--- src/rtl/pipeline_controller.sv ---
// Hazard, halt-drain and performance-count controller for the 5-stage pipeline.
// Resolves branch flushes, load-use stalls and the halt sequence into pipeline enables.
module pipeline_controller #(
  parameter logic [31:0] HALT_WORD    = 32'hFFFFFFFF,
  parameter int          DRAIN_CYCLES = 3,
  parameter int          CNT_W        = 32
) (
  input  logic             clk,
  input  logic             reset,
  input  logic [31:0]      id_instr,
  input  logic [4:0]       id_rs1,
  input  logic [4:0]       id_rs2,
  input  logic             id_uses_rs1,
  input  logic             id_uses_rs2,
  input  logic             ex_mem_read,
  input  logic [4:0]       ex_rd,
  input  logic             ex_branch_taken,
  output logic             pc_write,
  output logic             ifid_write,
  output logic             ifid_flush,
  output logic             idex_flush,
  output logic             end_program,
  output logic [CNT_W-1:0] cycle_count,
  output logic [CNT_W-1:0] stall_count,
  output logic [CNT_W-1:0] flush_count
);

  // A zero-length drain would skip retirement entirely, so it is promoted to one cycle.
  localparam int DRAIN_EFF = (DRAIN_CYCLES < 1) ? 1 : DRAIN_CYCLES;
  localparam int DW        = (DRAIN_EFF > 1) ? $clog2(DRAIN_EFF) : 1;
  localparam logic [DW-1:0] DRAIN_LOAD = DW'(DRAIN_EFF - 1);

  typedef enum logic [1:0] {RUN, DRAIN, DONE} state_t;

  state_t        state, next_state;
  logic [DW-1:0] drain_cnt, drain_next;
  logic          br, lu, hl;
  logic          inc_cycle, inc_stall, inc_flush;

  always_comb begin
    br = ex_branch_taken;
    lu = ex_mem_read && (ex_rd != 5'd0) &&
         ((id_uses_rs1 && (id_rs1 == ex_rd)) || (id_uses_rs2 && (id_rs2 == ex_rd)));
    hl = (id_instr == HALT_WORD);
  end

  always_comb begin
    next_state = state;
    drain_next = drain_cnt;
    pc_write   = 1'b0;
    ifid_write = 1'b0;
    ifid_flush = 1'b0;
    idex_flush = 1'b1;
    inc_cycle  = 1'b0;
    inc_stall  = 1'b0;
    inc_flush  = 1'b0;
    case (state)
      RUN: begin
        inc_cycle = 1'b1;
        if (br) begin
          pc_write   = 1'b1;
          ifid_write = 1'b1;
          ifid_flush = 1'b1;
          inc_flush  = 1'b1;
        end else if (lu) begin
          inc_stall = 1'b1;
        end else if (hl) begin
          next_state = DRAIN;
          drain_next = DRAIN_LOAD;
        end else begin
          pc_write   = 1'b1;
          ifid_write = 1'b1;
          idex_flush = 1'b0;
        end
      end
      DRAIN: begin
        inc_cycle = 1'b1;
        if (drain_cnt == '0) next_state = DONE;
        else                 drain_next = drain_cnt - DW'(1);
      end
      DONE:    next_state = DONE;
      default: next_state = RUN;
    endcase
    // Hold the front end frozen and bubbled while the datapath is in reset.
    if (!reset) begin
      pc_write   = 1'b0;
      ifid_write = 1'b0;
      ifid_flush = 1'b1;
      idex_flush = 1'b1;
    end
  end

  always_ff @(posedge clk or negedge reset) begin
    if (!reset) begin
      state       <= RUN;
      drain_cnt   <= '0;
      end_program <= 1'b0;
    end else begin
      state     <= next_state;
      drain_cnt <= drain_next;
      if (next_state == DONE) end_program <= 1'b1;
    end
  end

  // Counters saturate so a long run never appears to restart from zero.
  always_ff @(posedge clk or negedge reset) begin
    if (!reset) begin
      cycle_count <= '0;
      stall_count <= '0;
      flush_count <= '0;
    end else begin
      if (inc_cycle && (cycle_count != '1)) cycle_count <= cycle_count + CNT_W'(1);
      if (inc_stall && (stall_count != '1)) stall_count <= stall_count + CNT_W'(1);
      if (inc_flush && (flush_count != '1)) flush_count <= flush_count + CNT_W'(1);
    end
  end

endmodule

--- config.mk ---
export PLATFORM = sky130hd
export DESIGN_NAME = pipeline_controller
export DESIGN_NICKNAME = d
export VERILOG_FILES = /design/src/rtl/pipeline_controller.sv
export SDC_FILE = /design/constraint.sdc
export NUM_CORES = 1
export LEC_CHECK = 0
export ABC_CLOCK_PERIOD_IN_PS = 2280
export CORE_MARGIN = 2
export CORE_UTILIZATION = 25
export CTS_CLUSTER_DIAMETER = 120
export DETAILED_ROUTE_END_ITERATION = 16
export HOLD_SLACK_MARGIN = 0.02
export PLACE_DENSITY_LB_ADDON = 0.25
export SYNTH_ARGS = -nofsm -noshare
export SYNTH_HDL_FRONTEND = slang
export SYNTH_SLANG_ARGS = --single-unit
--- constraint.sdc ---
create_clock -name clk -period 2.28 [get_ports clk]
set_input_delay 0.684 -clock clk [delete_from_list [all_inputs] [get_ports clk]]
set_output_delay 0.684 -clock clk [all_outputs]
set_load 0.01 [all_outputs]
==> After elaboration in Yosys (flattened, before gate mapping) <==
Index checks and enable logic that the tools add are counted.
{ "classes": {"eq_ne": 13, "muxes": 27, "n_reduce_logical": 14, "n_addsub": 4} }
{ "op_table": {"columns": ["operator", "count"], "rows": [
  ["32-bit by 1-bit adder with 32-bit output (second input constant)", 3],
  ["32-bit != test (second input constant)", 3],
  ["32-bit equality test (second input constant)", 1],
  ["1-bit 2-to-1 mux", 17],
  ["2-bit 2-to-1 mux", 8],
  ["5-bit equality test", 2],
  ["2-bit != test (second input constant)", 4],
  ["1-bit logical AND", 7],
  ["2-bit one-hot mux with 3 select lines", 1],
  ["5-bit AND reduction", 1],
  ["5-bit nonzero test", 1],
  ["2-bit equality test (second input constant)", 2],
  ["2-bit zero test", 2],
  ["2-bit one-hot mux with 2 select lines", 1],
  ["2-bit by 1-bit equality test with 1-bit output (second input constant)", 1],
  ["2-bit nonzero test", 1],
  ["2-bit OR reduction", 1],
  ["2-bit by 1-bit subtractor with 2-bit output (second input constant)", 1],
  ["1-bit logical OR", 1]
]} }
{ "totals": {"input_bits": 53, "output_inout_bits": 101, "reg_bits": 101, "elab_cells": 64} }

==> Logic depth before layout (Yosys ltp) <==
Gate-level depths: netlist of run 1.
{ "depth": {"depth_word": 8, "depth_mapped": 8, "depth_no_buf": 7} }

==> Worst setup path after synthesis of run 1 <==
OpenSTA, ideal clock, no wires.
{ "synth_timing": {"path_kind": "input -> output", "start": "in ex_rd[1]", "end": "out pc_write", "path_stages": 7, "arrival_time_ns": 1.731, "path_slack_ns": -0.135, "t_required_ns": 1.596, "n_path_buf": 1, "cell_sequence": "xnor2_1 -> nand4_1 -> o22ai_1 -> nand3_1 -> a21oi_1 -> nor2_1 -> buf_4"} }
{ "synth_via": {"elab_chain_len": 8, "word_cells_on_any_way": 12, "classes_between": "2 x eq/ne; 4 x mux; 6 x reduce/logical"} }
{ "synth_lines": {"columns": ["element", "line", "rtl"], "rows": [
  ["start: declaration", "16", "input logic [4:0] ex_rd,"],
  ["5-bit equality test", "43", "((id_uses_rs1 && (id_rs1 == ex_rd)) || (id_uses_rs2 && (id_rs2 == ex_rd)));"],
  ["1-bit logical AND", "43", null],
  ["1-bit logical OR", "43", null],
  ["1-bit logical AND (*)", "42", "lu = ex_mem_read && (ex_rd != 5'd0) &&"],
  ["1-bit 2-to-1 mux (*) (4 in series)", null, null],
  ["end: declaration", "18", "output logic pc_write,"]
]} }
Every way passes the cells marked *; elsewhere a longest branch is shown, timed or not.

==> Worst setup path in the final report of run 1 <==
{ "layout_timing": {"start": "in id_rs1[4]", "end": "out pc_write"} }
{ "layout_via": {"elab_chain_len": 8} }
{ "layout_lines": {"columns": ["element", "line", "rtl"], "rows": [
  ["start: declaration", "11", "input logic [4:0] id_rs1,"],
  ["5-bit equality test", "43", null],
  ["1-bit logical AND", "43", null],
  ["1-bit logical OR", "43", null],
  ["1-bit logical AND", "42", null],
  ["1-bit 2-to-1 mux", "65", "end else if (lu) begin"],
  ["1-bit 2-to-1 mux", "60", "if (br) begin"],
  ["1-bit 2-to-1 mux", "57", "case (state)"],
  ["1-bit 2-to-1 mux", "85", "if (!reset) begin"]
]} }
Every way passes these cells.

==> results.md, run 1 <==
- EDFF count, synth: 0
- Max Clk Rate: around 410 MHz
- Syn nets: about 540
- Fillers: slightly above 2000
- IR Drop Worst-Case VDD: around 0.00032 V
- Clk_lat worst skew: around 0.34 ns
- FF-to-FF Start: cycle_count[1]
- P_leak: between 3 and 4 nW
- R2R depth: 6
- Via count of the first global-routing pass: ~4600
- DIE HEIGHT: between 100 and 150 µm
- CTS max path bufs: 2
- Initial antenna violation count: 0
- Boundary pin count: ~150
- Mapped Cells: roughly 480
- Layout Nets: around 750
- Period utilisation layout: 1.07
- Via count: approximately 4300
- Status: finished with violations
- Ant. Diodes: 0
- Rel. slew slack: 0.579
- Synth Cell Area: between 0.005 and 0.006 mm²
- Fin util: 0.383
- Post-DP Area: a little over 0.007 mm²
- Final Max Tran Viols: 0
- Grt ovf: 0
- Placed cell count: roughly 940
- CTS tree: built
- Worst Hold Class: input pin to async pin
- Warnings, synthesis: 0
- Fin area: between 0.007 and 0.008 mm²
- Worst Skew: 0.00630 ns
- Row count: 51
- PwrDens: 523 mW/mm²
- Post-synthesis register bit count: approximately 100
- Placer Congestion: 0.853
- Reg2Reg Setup Slack: ~0.090 ns
- Routed wire length: 14.1 mm
- Crit path kind: input pin to primary output
- Synth Flop Type: dfrtp_1
- H-Tree Depth: 3
- First-pass GRT wire length: about 24 mm
- Seq pwr share: 0.496
- Syn_area_per_cell: approximately 10 µm²
- PortBufs: between 150 and 200
- Comb pwr share: 0.134
- Setup crit end kind: primary output
- CTS Buf Count: 9
- Data arrival, critical path: about 1.8 ns
- Clk slew on worst S/H paths: roughly 0.070 ns
- Number of distinct library cells after synthesis: 49
- Setup crit start: id_rs1[4]
- Startpoint type of the worst setup path: input pin
- Starting Density: 0.257
- Cts hold-fix bufs: 0
- Fraction of layout cells with a size suffix above 1: 0.231
- P_int: about 3 mW
- Per-cell routed wire length: between 10 and 15 µm
- Worst Max-Slew Pin Slew: 0.631 ns
- Clock share of power: 0.370
- Final setup margin: -0.155 ns
- FFs w/ async S/R, synth: 1.00
- DR vias/cell: between 4 and 5
- Critical Path Fanout Max: 3
- Final hold violation count: 0
- Switching power total: roughly 0.97 mW
- # DRC: 0
- RR Endpoint: cycle_count[18]
- Die area: approximately 0.021 mm²
- Register area: 0.00253 mm²
- Period minus WS final: 2.44 ns
- Clk root buf: clkbuf_16
- Multi-input combinational cell area: 0.00253 mm²
- Core ar.: between 0.015 and 0.02 mm²
- Hpwl dp: ~11 mm
- Drt pass-1 iters: 5
- Die W: 146 µm
- Max-cap viol count: 0
- Sequential share of the synthesized area: 0.502
- Largest net degree at the start of global routing: between 40 and 50
- Worst Path Required: about 1.6 ns
- Clk sinks: a little over 100
- Sw Ratio: 0.247
- Failing checks: setup timing
- RSZ-0062 raised after global routing: yes
- Routed Antenna Nets: 0
- Finished Layout Cells: roughly 970
- Drt initial violations: between 150 and 200
- Number of setup violations in the final report: 3
- Total track usage: 0.138
- Layout area overhead: 49.0%
[cells in the mapped netlist (2+ instances only)]
library cell | count | share of area
xor2_1 | 35 | 0.061
nor2_1 | 28 | 0.021
or2_2 | 4 | 0.0050
dfrtp_1 | 101 | 0.50
and3_1 | 14 | 0.017
nor4_1 | 7 | 0.0087
nor3_2 | 7 | 0.014
clkbuf_1 | 4 | 0.0030
nand3_1 | 36 | 0.036
buf_2 | 2 | 0.0020
nand2_1 | 54 | 0.040
or4_4 | 2 | 0.0045
xnor2_1 | 66 | 0.11
nor3_1 | 22 | 0.022
and4_1 | 5 | 0.0087
nand4_1 | 38 | 0.047
ha_1 | 4 | 0.0099
nor3b_1 | 2 | 0.0030
and2_1 | 3 | 0.0037
inv_1 | 17 | 0.013
a21oi_1 | 3 | 0.0030
or3_1 | 3 | 0.0037
[cell families (layout without fill, tap and decap cells)]
family | Yosys count | in the layout | synth area share
flip-flops | 101 | 101 | 0.502
multiplexers | 3 | 3 | 0.00646
buffers and inverters | 25 | 241 | 0.0214
AO/OA/AOI/OAI | 13 | 13 | 0.0211
adder cells (fa/ha/maj) | 4 | 4 | 0.00994
XOR/XNOR | 102 | 102 | 0.179
AND/OR/NAND/NOR | 236 | 236 | 0.260
[layout by cell type, fill, tap and decap left out, types with 4 or more instances in the layout]
cell	n
and4_1	5
nand3_1	35
buf_4	57
nand2_1	53
clkdlybuf4s50_1	98
inv_1	17
nand4_1	38
dfrtp_1	101
xnor2_2	8
or2_2	4
buf_2	31
xor2_1	35
nor4_2	4
dlygate4sd2_1	7
and3_1	13
clkbuf_16	9
buf_6	10
clkbuf_2	4
nor3_1	20
nor3_2	9
nor2_1	26
xnor2_1	59
[worst max-delay path, cell delays in order]
cell     delay [ns]
buf_6          0.10
xnor2_2        0.15
nand4_1        0.13
o22ai_2        0.20
nand3_2        0.12
a21oi_2        0.15
nor2_2         0.08
buf_2          0.14
[repair_timing]
action                                  CTS  global route
endpoints found under the setup margin   27            17
setup buffers                             3             3
pin swaps                                30            11
resized for setup                       181            22
[worst max path at each step]
stage,depth (start not counted),endpoint
global route,8,pc_write
detailed placement,8,pc_write
floorplan,7,pc_write
global placement,8,pc_write
CTS,8,pc_write
finish,8,pc_write
[area by class of cell]
cell class | count | area share
clock buffers | 12 | 0.0342
clock inverters | 3 | 0.00283
inverters | 17 | 0.00850
multi-input cells | 358 | 0.337
flip-flops and latches | 101 | 0.337
well taps | 265 | 0.0442
repair buffers | 209 | 0.237
[power by group through the flow]
stage	clock network, mW	registers, mW	logic (mW)
final	1.45	1.95	0.528
after global routing	1.58	1.96	0.581
after CTS	1.52	1.95	0.530
after detailed placement	0	1.98	0.553
after global placement	0	1.98	0.544
after floorplan	0	2.01	0.148
[stage by stage]
step                hold slack, ns  setup slack [ns]  TNS, ns  total power, mW
global placement             0.463            -0.994   -21.76             2.52
finish                       0.378            -0.155   -0.459             3.93
CTS                          0.381            -0.180   -0.392             4.00
floorplan                    0.388           -0.0152  -0.0152             2.15
detailed placement           0.467            -0.994   -22.12             2.54
global route                 0.388            -0.245   -0.706             4.12
[sequential cells by signal, indices dropped and copies added, names as in the netlist]
signal,cells
cycle_count,32
stall_count,32
flush_count,32
end_program,1
state,2
drain_cnt,2
[routing by layer]
layer  vias up  GRT usage  share of wire
li1       2108          -              -
met1      2085      0.179           0.45
met2       114      0.231           0.49
met3        18     0.0339          0.046
met4         0     0.0373          0.014
met5         -          0              0
(Power assumes the default switching activity.)
==> inputs of run 2 (changes only) <==
Settings changed: MAX_ROUTING_LAYER set to met4, PLACE_DENSITY set to 0.49, PLACE_DENSITY_LB_ADDON 0.25 to not set.
==> run 2 against run 1 <==
The run still ends with setup timing left. Largest power group unchanged. Global-route usage increased by 0.70 points. Sequential power about the same. Worst hold slack worse by 0.058 ns. Non-clock buffer count grew 13. Cell area grew 2.5%. Highest routed layer unchanged. Count of clock-buffer cells in the layout is 1 lower. Worst setup slack improved by 0.057 ns.
==> results.md, run 2 (synthesized netlist as in run 1, its figures left out) <==
- Status: finished with violations
- Failing checks: setup timing
- Sw Ratio: 0.239
- Boundary pin count: 154
- CTS tree: built
- Rel. slew slack: 0.512
- Commonest non-fill, non-tap cell in the layout: dfrtp_1
- Fin area: 0.00769 mm²
- Period minus WS final: 2.38 ns
- # DRC: 0
- CTS max path bufs: 2
- DR vias/cell: roughly 4.5
- Layout Nets: around 770
- Routed Antenna Nets: 0
- Initial antenna violation count: 1
- Grt ovf: 0
- Most frequent cells in the layout: dfrtp_1 (101), clkdlybuf4s50_1 (98), buf_4 (67), xnor2_1 (57), nand2_1 (53)
- Seq pwr share: 0.474
- Fin util: 0.393
- Clk_lat worst skew: about 0.35 ns
- Largest net degree at the start of global routing: between 50 and 60
- Hold WS: approximately 0.32 ns
- P_int: between 3 and 4 mW
- Data arrival, critical path: 1.69 ns
- Clk slew on worst S/H paths: approximately 0.070 ns
- R2R depth: 6
- Routed wire length: 14.4 mm
- RSZ-0062 raised after global routing: yes
- Setup crit end kind: primary output
- Worst Path Required: about 1.6 ns
- Design Power: just over 4 mW
- Per-cell routed wire length: roughly 15 µm
- Top Metal Used: met4
- Final Max Tran Viols: 0
- CTS Buf Count: 9
- Post-DP Area: 0.00732 mm²
- Startpoint type of the worst setup path: input pin
- DIE HEIGHT: ~150 µm
- Die W: between 100 and 150 µm
- Final setup margin: -0.0988 ns
- Clk root buf: clkbuf_16
- Met2 routed WL: between 6 and 7 mm
- Via count of the first global-routing pass: ~4600
- Final hold violation count: 0
- Via count: around 4400
- Worst Max-Slew Pin Slew: about 0.73 ns
- Max-cap viol count: 0
- Max Clk Rate: around 420 MHz
- Die area: 0.0213 mm²
- Drt pass-1 iters: 5
- IR Drop Worst-Case VDD: 0.000322 V
- Starting Density: 0.257
- Placer Congestion: approximately 0.9
- Drt initial violations: 166
- Worst Hold Class: input pin to async pin
- Number of setup violations in the final report: 3
- Fillers: around 2000
- Total track usage: 0.145
- Clock share of power: 0.396
- H-Tree Depth: 3
- Critical Path Fanout Max: 3
- Hpwl dp: between 10 and 15 mm
- Clk sinks: between 100 and 150
- Fraction of layout cells with a size suffix above 1: 0.251
- Period utilisation layout: 1.04
- Met3 Wirelength: approximately 640 µm
- Metal-1 WL: 6.61 mm
- Core ar.: between 0.015 and 0.02 mm²
- P_leak: between 3 and 4 nW
- Row count: a little over 50
- Switching power total: between 0.9 and 1 mW
- Crit path kind: input pin to primary output
- Comb pwr share: 0.130
- Layout area overhead: 52.7%
- PortBufs: ~150
- Cts hold-fix bufs: 0
- Largest registers: cycle_count: 32 flops, flush_count: 32 flops, stall_count: 32 flops
- Worst Skew: 0.0102 ns
- First-pass GRT wire length: 24.2 mm
- PwrDens: between 500 and 600 mW/mm²
==> run 2: per-stage QoR <==
step                      instances  TNS, ns  setup slack, ns
after CTS                       980   -0.246           -0.113
final                           979   -0.219          -0.0988
after global routing            979   -0.588           -0.227
after detailed placement        951   -17.16           -0.909
after global placement          951   -16.28           -0.911
after floorplan                 484  -0.0152          -0.0152
==> run 2: critical path, cell delays in order <==
cell,delay [ns]
buf_6,0.10
xnor2_2,0.13
nand4_1,0.12
o22ai_2,0.21
nand3_2,0.12
a21oi_2,0.15
nor2_2,0.05
buf_2,0.13
==> run 2: what timing repair did <==
item | 4_1_cts | 5_1_grt
gates resized for setup | 196 | 21
endpoints found under the hold margin | 0 | 0
buffers inserted | 14 | 0
pin swaps | 30 | 9
setup endpoints to repair | 12 | 33
==> run 2: final timing paths <==
check,from,end,slack (ns)
setup / recovery,id_rs1[4],ifid_write,-0.1
hold / removal,reset,cycle_count[7],0.32
setup reg to reg,cycle_count[1],cycle_count[18],0.11
hold reg to reg,drain_cnt[0],drain_cnt[0],0.48
max in group asynchronous,reset,flush_count[19],1.20
min in group clk,drain_cnt[0],drain_cnt[0],0.48
==> run 2: final cells by class <==
cell class	count	area, µm²	area share
repair buffers	222	1900	0.248
clock inverters	4	73.8	0.00960
clock buffers	11	233	0.0303
diodes	1	2.50	0.000325
well taps	265	332	0.0431
flip-flops and latches	101	2530	0.329
inverters	17	63.8	0.00830
multi-input cells	358	2550	0.332
==> run 2: power groups by stage <==
| stage | Sequential (mW) | Clock (mW) | Combinational [mW] |
|---|---|---|---|
| finish | 1.94 | 1.63 | 0.531 |
| global route | 1.96 | 1.76 | 0.584 |
| CTS | 1.94 | 1.70 | 0.541 |
| detailed placement | 1.98 | 0 | 0.552 |
| global placement | 1.97 | 0 | 0.541 |
| floorplan | 2.01 | 0 | 0.148 |
==> run 2: metal layers <==
layer	vias up	global-route usage
met4	0	0.0387
met1	2138	0.184
met2	101	0.233
met3	13	0.0348
met5	-	-
li1	2137	-
